File: config.mk
export PLATFORM = sky130hd
export DESIGN_NAME = c_gate_array_sync_flat
export DESIGN_NICKNAME = d
export VERILOG_FILES = /design/src/rtl/c_gate_array_sync_if.sv /design/src/rtl/c_gate_array_sync.sv /design/src/flat_wrapper.sv
export SDC_FILE = /design/constraint.sdc
export NUM_CORES = 1
export LEC_CHECK = 0
export ABC_AREA = 1
export BUFFER_PORTS_ARGS = -buffer_cell sky130_fd_sc_hd__buf_2
export CAP_MARGIN = 20
export CORE_ASPECT_RATIO = 2
export CORE_MARGIN = 4
export CORE_UTILIZATION = 35
export DETAILED_ROUTE_END_ITERATION = 8
export MAX_ROUTING_LAYER = met4
export SLEW_MARGIN = 10
export SYNTH_ARGS = -nofsm -noshare
export SYNTH_HDL_FRONTEND = slang
export SYNTH_SLANG_ARGS = --single-unit
export TNS_END_PERCENT = 20
File: constraint.sdc
create_clock -name clk -period 1.25 [get_ports clk]
set_input_delay 0.1875 -clock clk [delete_from_list [all_inputs] [get_ports clk]]
set_output_delay 0.1875 -clock clk [all_outputs]
set_load 0.05 [all_outputs]
File: src/rtl/c_gate_array_sync_if.sv
// c_gate_array_sync_if: lane inputs, lane outputs and the completion done/ack handshake.
// Latency: none; this is a plain signal bundle.
// Backpressure: phase_done is held until the consumer drives ack.
interface c_gate_array_sync_if #(
    parameter int WIDTH = 3,
    parameter int LANES = 4
);
    logic [LANES*WIDTH-1:0] in_put;
    logic [LANES-1:0]       out_put;
    logic                   phase_target;
    logic                   phase_done;
    logic                   ack;

    // Producer/consumer side: drives lane inputs and ack, observes outputs.
    modport master (
        output in_put,
        output ack,
        input  out_put,
        input  phase_target,
        input  phase_done
    );

    // C-element array side.
    modport slave (
        input  in_put,
        input  ack,
        output out_put,
        output phase_target,
        output phase_done
    );
endinterface

File: src/rtl/c_gate_array_sync.sv
// c_gate_array_sync: LANES clocked WIDTH-input Muller C-elements with consensus filter and done/ack completion detector.
// Latency: a lane toggles FILTER-1 edges after the edge that first samples a consensus; phase_done rises one cycle after all lanes match.
// Backpressure: phase_done holds until ack is taken; transition stats ports exist only when C_GATE_ARRAY_STATS_EN is defined.
module c_gate_array_sync #(
    parameter int               WIDTH     = 3,
    parameter int               LANES     = 4,
    parameter logic [LANES-1:0] C_INIT    = '0,
    parameter logic [WIDTH-1:0] PLUS_MASK = '0,
    parameter int               FILTER    = 1
) (
    input  logic                  clk,
    input  logic                  preset,
`ifdef C_GATE_ARRAY_STATS_EN
    input  logic                  stats_clear,
    output logic [LANES*16-1:0]   stats_trans,
`endif
    c_gate_array_sync_if.slave    bus
);

    // Parameter sanity checks at elaboration time.
    if (WIDTH < 2) begin : g_bad_width
        $error("c_gate_array_sync: WIDTH must be >= 2");
    end
    if (LANES < 1) begin : g_bad_lanes
        $error("c_gate_array_sync: LANES must be >= 1");
    end
    if (FILTER < 1 || FILTER > 15) begin : g_bad_filter
        $error("c_gate_array_sync: FILTER must be in 1..15");
    end
    if (PLUS_MASK == {WIDTH{1'b1}}) begin : g_bad_plus
        $error("c_gate_array_sync: PLUS_MASK must leave at least one input in the reset condition");
    end

    localparam logic [3:0] FILT_LAST = 4'(FILTER - 1);

    logic [LANES-1:0] out_q;
    logic [LANES-1:0] cand;
    logic [LANES-1:0] fire;

    for (genvar i = 0; i < LANES; i++) begin : g_lane
        logic [WIDTH-1:0] lane_in;
        logic             set_c;
        logic             rst_c;
        logic             lane_q;
        logic [3:0]       cnt_q;

        assign lane_in  = bus.in_put[i*WIDTH +: WIDTH];
        // Plus inputs help set the lane but are masked out of the reset NOR.
        assign set_c    = &lane_in;
        assign rst_c    = ~|(lane_in & ~PLUS_MASK);
        assign cand[i]  = lane_q ? rst_c : set_c;
        assign fire[i]  = cand[i] && (cnt_q == FILT_LAST);
        assign out_q[i] = lane_q;

        // Count consecutive consensus cycles; toggle the lane when the run completes, restart on any gap.
        always_ff @(posedge clk) begin
            if (preset) begin
                lane_q <= C_INIT[i];
                cnt_q  <= '0;
            end else if (fire[i]) begin
                lane_q <= ~lane_q;
                cnt_q  <= '0;
            end else if (cand[i]) begin
                cnt_q  <= cnt_q + 4'd1;
            end else begin
                cnt_q  <= '0;
            end
        end

`ifdef C_GATE_ARRAY_STATS_EN
        logic [15:0] trans_q;

        // Saturating per-lane toggle count; a clear beats a same-edge increment.
        always_ff @(posedge clk) begin
            if (preset || stats_clear) begin
                trans_q <= '0;
            end else if (fire[i] && trans_q != 16'hFFFF) begin
                trans_q <= trans_q + 16'd1;
            end
        end

        assign stats_trans[i*16 +: 16] = trans_q;
`endif
    end

    logic target_q;
    logic done_q;
    logic all_match;
    logic ack_take;

    assign all_match = (out_q == {LANES{target_q}});
    assign ack_take  = bus.ack && done_q;

    // Completion detector: flag when every lane reaches the target phase, flip the target when the flag is acknowledged.
    always_ff @(posedge clk) begin
        if (preset) begin
            target_q <= 1'b1;
            done_q   <= 1'b0;
        end else if (ack_take) begin
            target_q <= ~target_q;
            done_q   <= 1'b0;
        end else begin
            done_q   <= all_match;
        end
    end

    assign bus.out_put      = out_q;
    assign bus.phase_target = target_q;
    assign bus.phase_done   = done_q;

endmodule

File: src/flat_wrapper.sv
// flat-port wrapper written by rule: the top's interface ports become plain ports
module c_gate_array_sync_flat 
#(
    parameter int               WIDTH     = 3,
    parameter int               LANES     = 4,
    parameter logic [LANES-1:0] C_INIT    = '0,
    parameter logic [WIDTH-1:0] PLUS_MASK = '0,
    parameter int               FILTER    = 1
)
  (clk, preset, bus_in_put, bus_ack, bus_out_put, bus_phase_target, bus_phase_done);
  c_gate_array_sync_if #(.WIDTH(WIDTH), .LANES(LANES)) bus_i ();
  input  logic clk;
  input  logic preset;
  input wire logic [$bits(bus_i.in_put)-1:0] bus_in_put;
  input wire logic [$bits(bus_i.ack)-1:0] bus_ack;
  output wire logic [$bits(bus_i.out_put)-1:0] bus_out_put;
  output wire logic [$bits(bus_i.phase_target)-1:0] bus_phase_target;
  output wire logic [$bits(bus_i.phase_done)-1:0] bus_phase_done;
  assign bus_i.in_put = bus_in_put;
  assign bus_i.ack = bus_ack;
  assign bus_out_put = bus_i.out_put;
  assign bus_phase_target = bus_i.phase_target;
  assign bus_phase_done = bus_i.phase_done;
  c_gate_array_sync #(.WIDTH(WIDTH), .LANES(LANES), .C_INIT(C_INIT), .PLUS_MASK(PLUS_MASK), .FILTER(FILTER)) u_core (.clk(clk), .preset(preset), .bus(bus_i));
endmodule
# Yosys cells after proc, flatten, opt, wreduce, memory -nomap -nowiden
# Cells that the tools add are included.
dict set report op_classes {
  add_sub_neg 4
  mul 0
  div 0
  magnitude_cmp 0
  eq_ne 1
  n_shift 0
  mux 4
  bitwise_logic 9
  reduce_logical 26
}
# op n
set ops {}
lappend ops {{3-bit OR reduction} 8}
lappend ops {{4-bit by 1-bit adder with 4-bit output, second input constant} 4}
lappend ops {{4-bit zero test} 4}
lappend ops {{3-bit AND reduction} 4}
lappend ops {{1-bit inverter} 9}
lappend ops {{1-bit logical AND} 5}
lappend ops {{4-bit == test} 1}
lappend ops {{1-bit zero test} 4}
lappend ops {{1-bit 2-to-1 mux} 4}
lappend ops {{2-bit OR reduction} 1}
dict set report word_totals {
  regBits 22
  latch_bits 0
  ram_bits 0
  rom_bits 0
  inputBits 15
  memories 0
}

# Longest topological paths before layout
dict set report depth {
  depth_word 5
  ltp_mapped 8
}

# Least setup slack after synthesis
# OpenSTA, ideal clock, no wires.
dict set report synth_timing {
  kind {reg2reg}
  startpoint {register u_core.target_q, in the netlist u_core.bus.phase_target}
  endpoint {register u_core.done_q, in the netlist u_core.bus.phase_done}
  arrival_time_ns 0.985
  required_ns 1.133
  slack_ns 0.148
  stages_incl_launch_ff 6
  n_path_buf 0
  synth_period_minus_slack_ns 1.102
  path_cell_list {dfxtp_1 > inv_1 > nand4_1 > nand2_1 > nand3_1 > nor2_1}
}
dict set report synth_between {
  elab_chain_cells 1
}
# item line_no
set synth_rtl {}
lappend synth_rtl {{start: declaration} c_gate_array_sync.sv:86} ;# logic target_q;
lappend synth_rtl {{start signal: assignment} c_gate_array_sync.sv:100} ;# target_q <= ~target_q;
lappend synth_rtl {{4-bit == test} c_gate_array_sync.sv:91} ;# assign all_match = (out_q == {LANES{target_q}});
lappend synth_rtl {{end signal: assignment} c_gate_array_sync.sv:103} ;# done_q <= all_match;
lappend synth_rtl {{end: declaration} c_gate_array_sync.sv:87} ;# logic done_q;
# Every way passes these cells.
# A chain may end at the register's enable or synchronous reset.

# Worst setup path in the final report
dict set report layout_timing {
  startpoint {register u_core.g_lane[2].lane_q}
  endpoint {output bus_out_put[2]}
}
# item line_no
set layout_rtl {}
lappend layout_rtl {{start: declaration} c_gate_array_sync.sv:44} ;# logic lane_q;
lappend layout_rtl {{start signal: assignment} c_gate_array_sync.sv:58} ;# lane_q <= C_INIT[i];
lappend layout_rtl {{start signal: assignment} c_gate_array_sync.sv:61} ;# lane_q <= ~lane_q;
lappend layout_rtl {{end: declaration} flat_wrapper.sv:16} ;# output wire logic [$bits(bus_i.out_put)-1:0] bus_out_put;
# No word-level cell between the ends.

==> results.md <==
- The flow ran to the end, and the final reports show no timing, DRC or antenna violations.
- After clock tree synthesis, the clock-pin slew on the worst setup and hold paths is 80 ps.
- After floorplanning, the core was divided into 30 placement rows.
- The clock tree from TritonCTS is yes.
- Dividing the final minimum period by the clock period gives 91.9%.
- The number of antenna diodes in the final layout is 0.
- The utilization after layout is 40.8%.
- The number of inserted filler cells in the final layout is 369.
- The placed wire-length estimate is 1620 µm.
- The number of antenna violations at the first check in global routing was 0.
- The number of distinct library cell variants in the gate-level netlist after synthesis is 16.
- Measured along the y axis, the die boundary spans 91.7 µm.
- Data arrives at the worst endpoint at 960 ps.
- The mean instance size in the synthesized netlist is 7.34 µm².
- The post-cts sizing count is 0.
- The worst-case reg-to-reg path depth is 7.
- Setup repair after global routing left no endpoint under its margin.
- The iteration-0 DRC count of the detailed router is 25.
- The worst setup path is captured at a primary output.
- For flop-to-flop paths, the worst setup slack is 140 ps.
- In this run the number of cells on the critical path is 1.
- The clock passes through at most 2 buffers.
- The detailed-route vias per instance is 4.35.
- The final count of pins violating max slew is 0.
- The cell at the slowest stage of the critical path is dfxtp_1.
- The number of setup buffers added after CTS is 0.
- The final layout contains 211 nets.
- Wires add up to 2000 µm.
- The first global-routing pass estimated 3570 µm of wire.
- The total number of H-tree levels is 1.
- Together, buffers and inverters on the worst path number 1.
- The category of cells accounting for the largest share of critical-path delay is flip-flops.
- The final weighted congestion of routability-driven global placement is 0.738.
- The flop and latch count out of synthesis is 22.
- The number of hold-slack violations in the final timing report is 0.
- The core footprint is 3380 µm².
- The number of sinks on the clock net is 22.
- The insertion delay to the later sink of the worst-skew pair is 260 ps.
- The max-cap violation count is 0.
- In this run the count of I/O pins placed on the die edge is 21.
- The number of global-route vias before repair is 881.
- The stage delay of the slowest cell on the critical path is 410 ps.
- The post-route worst hold slack is 174 ps.
- Measured against its own limit, the worst slew margin works out to 83.6%.
- Subtracting the final worst setup slack from the clock period gives 1150 ps.
- Derived from the worst setup path, the maximum achievable clock frequency is 0.870 GHz.
- The library cells used most frequently in the layout, excluding fill and tap cells, are nand2_1, inv_1, nor2_1, dfxtp_1, buf_2.
- The count of buffers added on input and output ports is 20.
- The data required time of the worst path is 1060 ps.
- The detailed router placed 948 vias in this run.
- Leaving out fill and tap cells, the most frequent cell in the layout is nand2_1.
- Cells with a size suffix above 1 make up 29.0% of the layout.
- The worst setup path is launched from a flip-flop.
- The source of the critical timing path is u_core.g_lane[2].lane_q.
- After clock tree synthesis, the flow added hold-fix buffers numbering 0.
- The combined area of all synthesized cells is 1230 µm².
- The critical path is of the reg2out type.
- In the final layout, flip-flops and latches occupy 442 µm².
- Clock skew on the completed layout was measured at 1.87 ps.
- The power per cell area is 986 nW/µm².
- Summing all multi-input logic gate instances after layout gives 621 µm².
- The final setup violation count is 0.
- For this run, the total global-route usage over all layers was measured as 10.3%.
- At the pin with the least slew margin, the transition time is 248 ps.
- After routing, the total negative slack on setup checks comes to 0 ps.
- Summed over all layers, the global routing overflow is 0.
- The routed length per instance is 9.16 µm.
- VDD sags by at most 0.561 mV.
- The x dimension of the die is 49.9 µm.
- The analysis attributes to cell leakage a power of 0.000691 µW.
- The capturing instance or port of the critical path is bus_out_put[2].
- In this run the worst path has a maximum fanout of 4.
- The number of detailed-routing iterations run before antenna repair is 4.
- The number of warnings issued by yosys is 0.
- The layout-stage area growth over the synthesis result is 12.4%.
- The number of buffers inserted during clock tree synthesis is 3.
- Synthesis produced a netlist whose cell count is 167.
- The area of the die is 4570 µm².
- The number of nets in the synthesized netlist is 190.
- The type of the worst min-delay path is in2reg.
- The worst register-to-register path ends at u_core.g_lane[0].cnt_q[2].
- The number of DRC violations after detailed routing is 0.
- Walking the worst path, the cells encountered are buf_2.
- The worst register-to-register path begins at u_core.g_lane[0].cnt_q[0].
- The cell sitting at the root of the clock tree is a clkbuf_8.
- Sequential elements use 35.9% of the synthesized area.
- The count of nets left with antenna violations once routing finished came out at 0.
- The pin count of the biggest net entering global routing is 12.
- The initial core utilization is 36.3%.
[cell usage after synthesis, drive strengths merged]
library cell	instances	area share (%)
nor2	33	14
ha	8	8.2
dfxtp	22	36
inv	36	11
nand3	15	8.2
buf	4	2.4
xor2	4	2.9
xnor2	4	2.9
nand2	39	13
a41oi	1	0.71
nand4	1	0.51
[logic make-up (layout without fill, tap and decap cells)]
family,Yosys count,in the layout,share of synthesized area (%)
flip-flops,22,22,35.9
AND/OR/NAND/NOR,88,88,36.0
buffers and inverters,40,59,13.5
XOR/XNOR,8,8,5.71
adder cells (fa/ha/maj),8,8,8.16
AO/OA/AOI/OAI,1,1,0.714
[per-stage QoR]
stage	worst slack, ps	std cells	power (µW)	cell area, µm²
final	101	218	1360	1380
after floorplan	148	167	904	1230
after CTS	88.3	218	1390	1380
after global placement	154	215	947	1340
after detailed placement	127	215	948	1340
after global routing	9.67	218	1440	1380
[layout make-up]
| type | count | share of cell area, % |
|---|---|---|
| Clock buffer | 3 | 2.99 |
| Inverter | 36 | 9.80 |
| Multi-Input combinational cell | 105 | 45.0 |
| Sequential cell | 22 | 32.0 |
| Tap cell | 32 | 2.90 |
| Timing Repair Buffer | 20 | 7.26 |
[flip-flops by register name (all words and copies together), names as in the netlist]
| name | cells |
|---|---|
| u_core.g_lane.cnt_q | 16 |
| u_core.bus.phase_done | 1 |
| u_core.g_lane.lane_q | 4 |
| u_core.bus.phase_target | 1 |
[report_power, final]
| group | total [µW] | internal [µW] | switching (µW) | leakage (µW) |
|---|---|---|---|---|
| sequential | 731 | 715 | 15.5 | 0.000179 |
| combinational | 199 | 61.7 | 138 | 0.000491 |
| clock | 429 | 215 | 215 | 0.0000216 |
[worst min path at each step]
stage	from	end	slack [ps]	cells past startpoint
floorplan	bus_ack	u_core.bus.phase_target	330	2
global placement	u_core.g_lane[0].cnt_q[0]	u_core.g_lane[0].cnt_q[0]	440	1
detailed placement	bus_ack	u_core.bus.phase_target	440	3
CTS	bus_ack	u_core.bus.phase_target	170	3
global route	bus_ack	u_core.bus.phase_target	200	3
finish	bus_ack	u_core.bus.phase_target	170	3
[per-layer routing]
metal,routed length [µm],vias up,GRT usage (%)
met2,1000,17,17.0
met1,871,404,10.9
met5,0,-,-
li1,-,525,-
met3,86,2,2.11
met4,35,0,6.24
(Power assumes the default switching activity.)
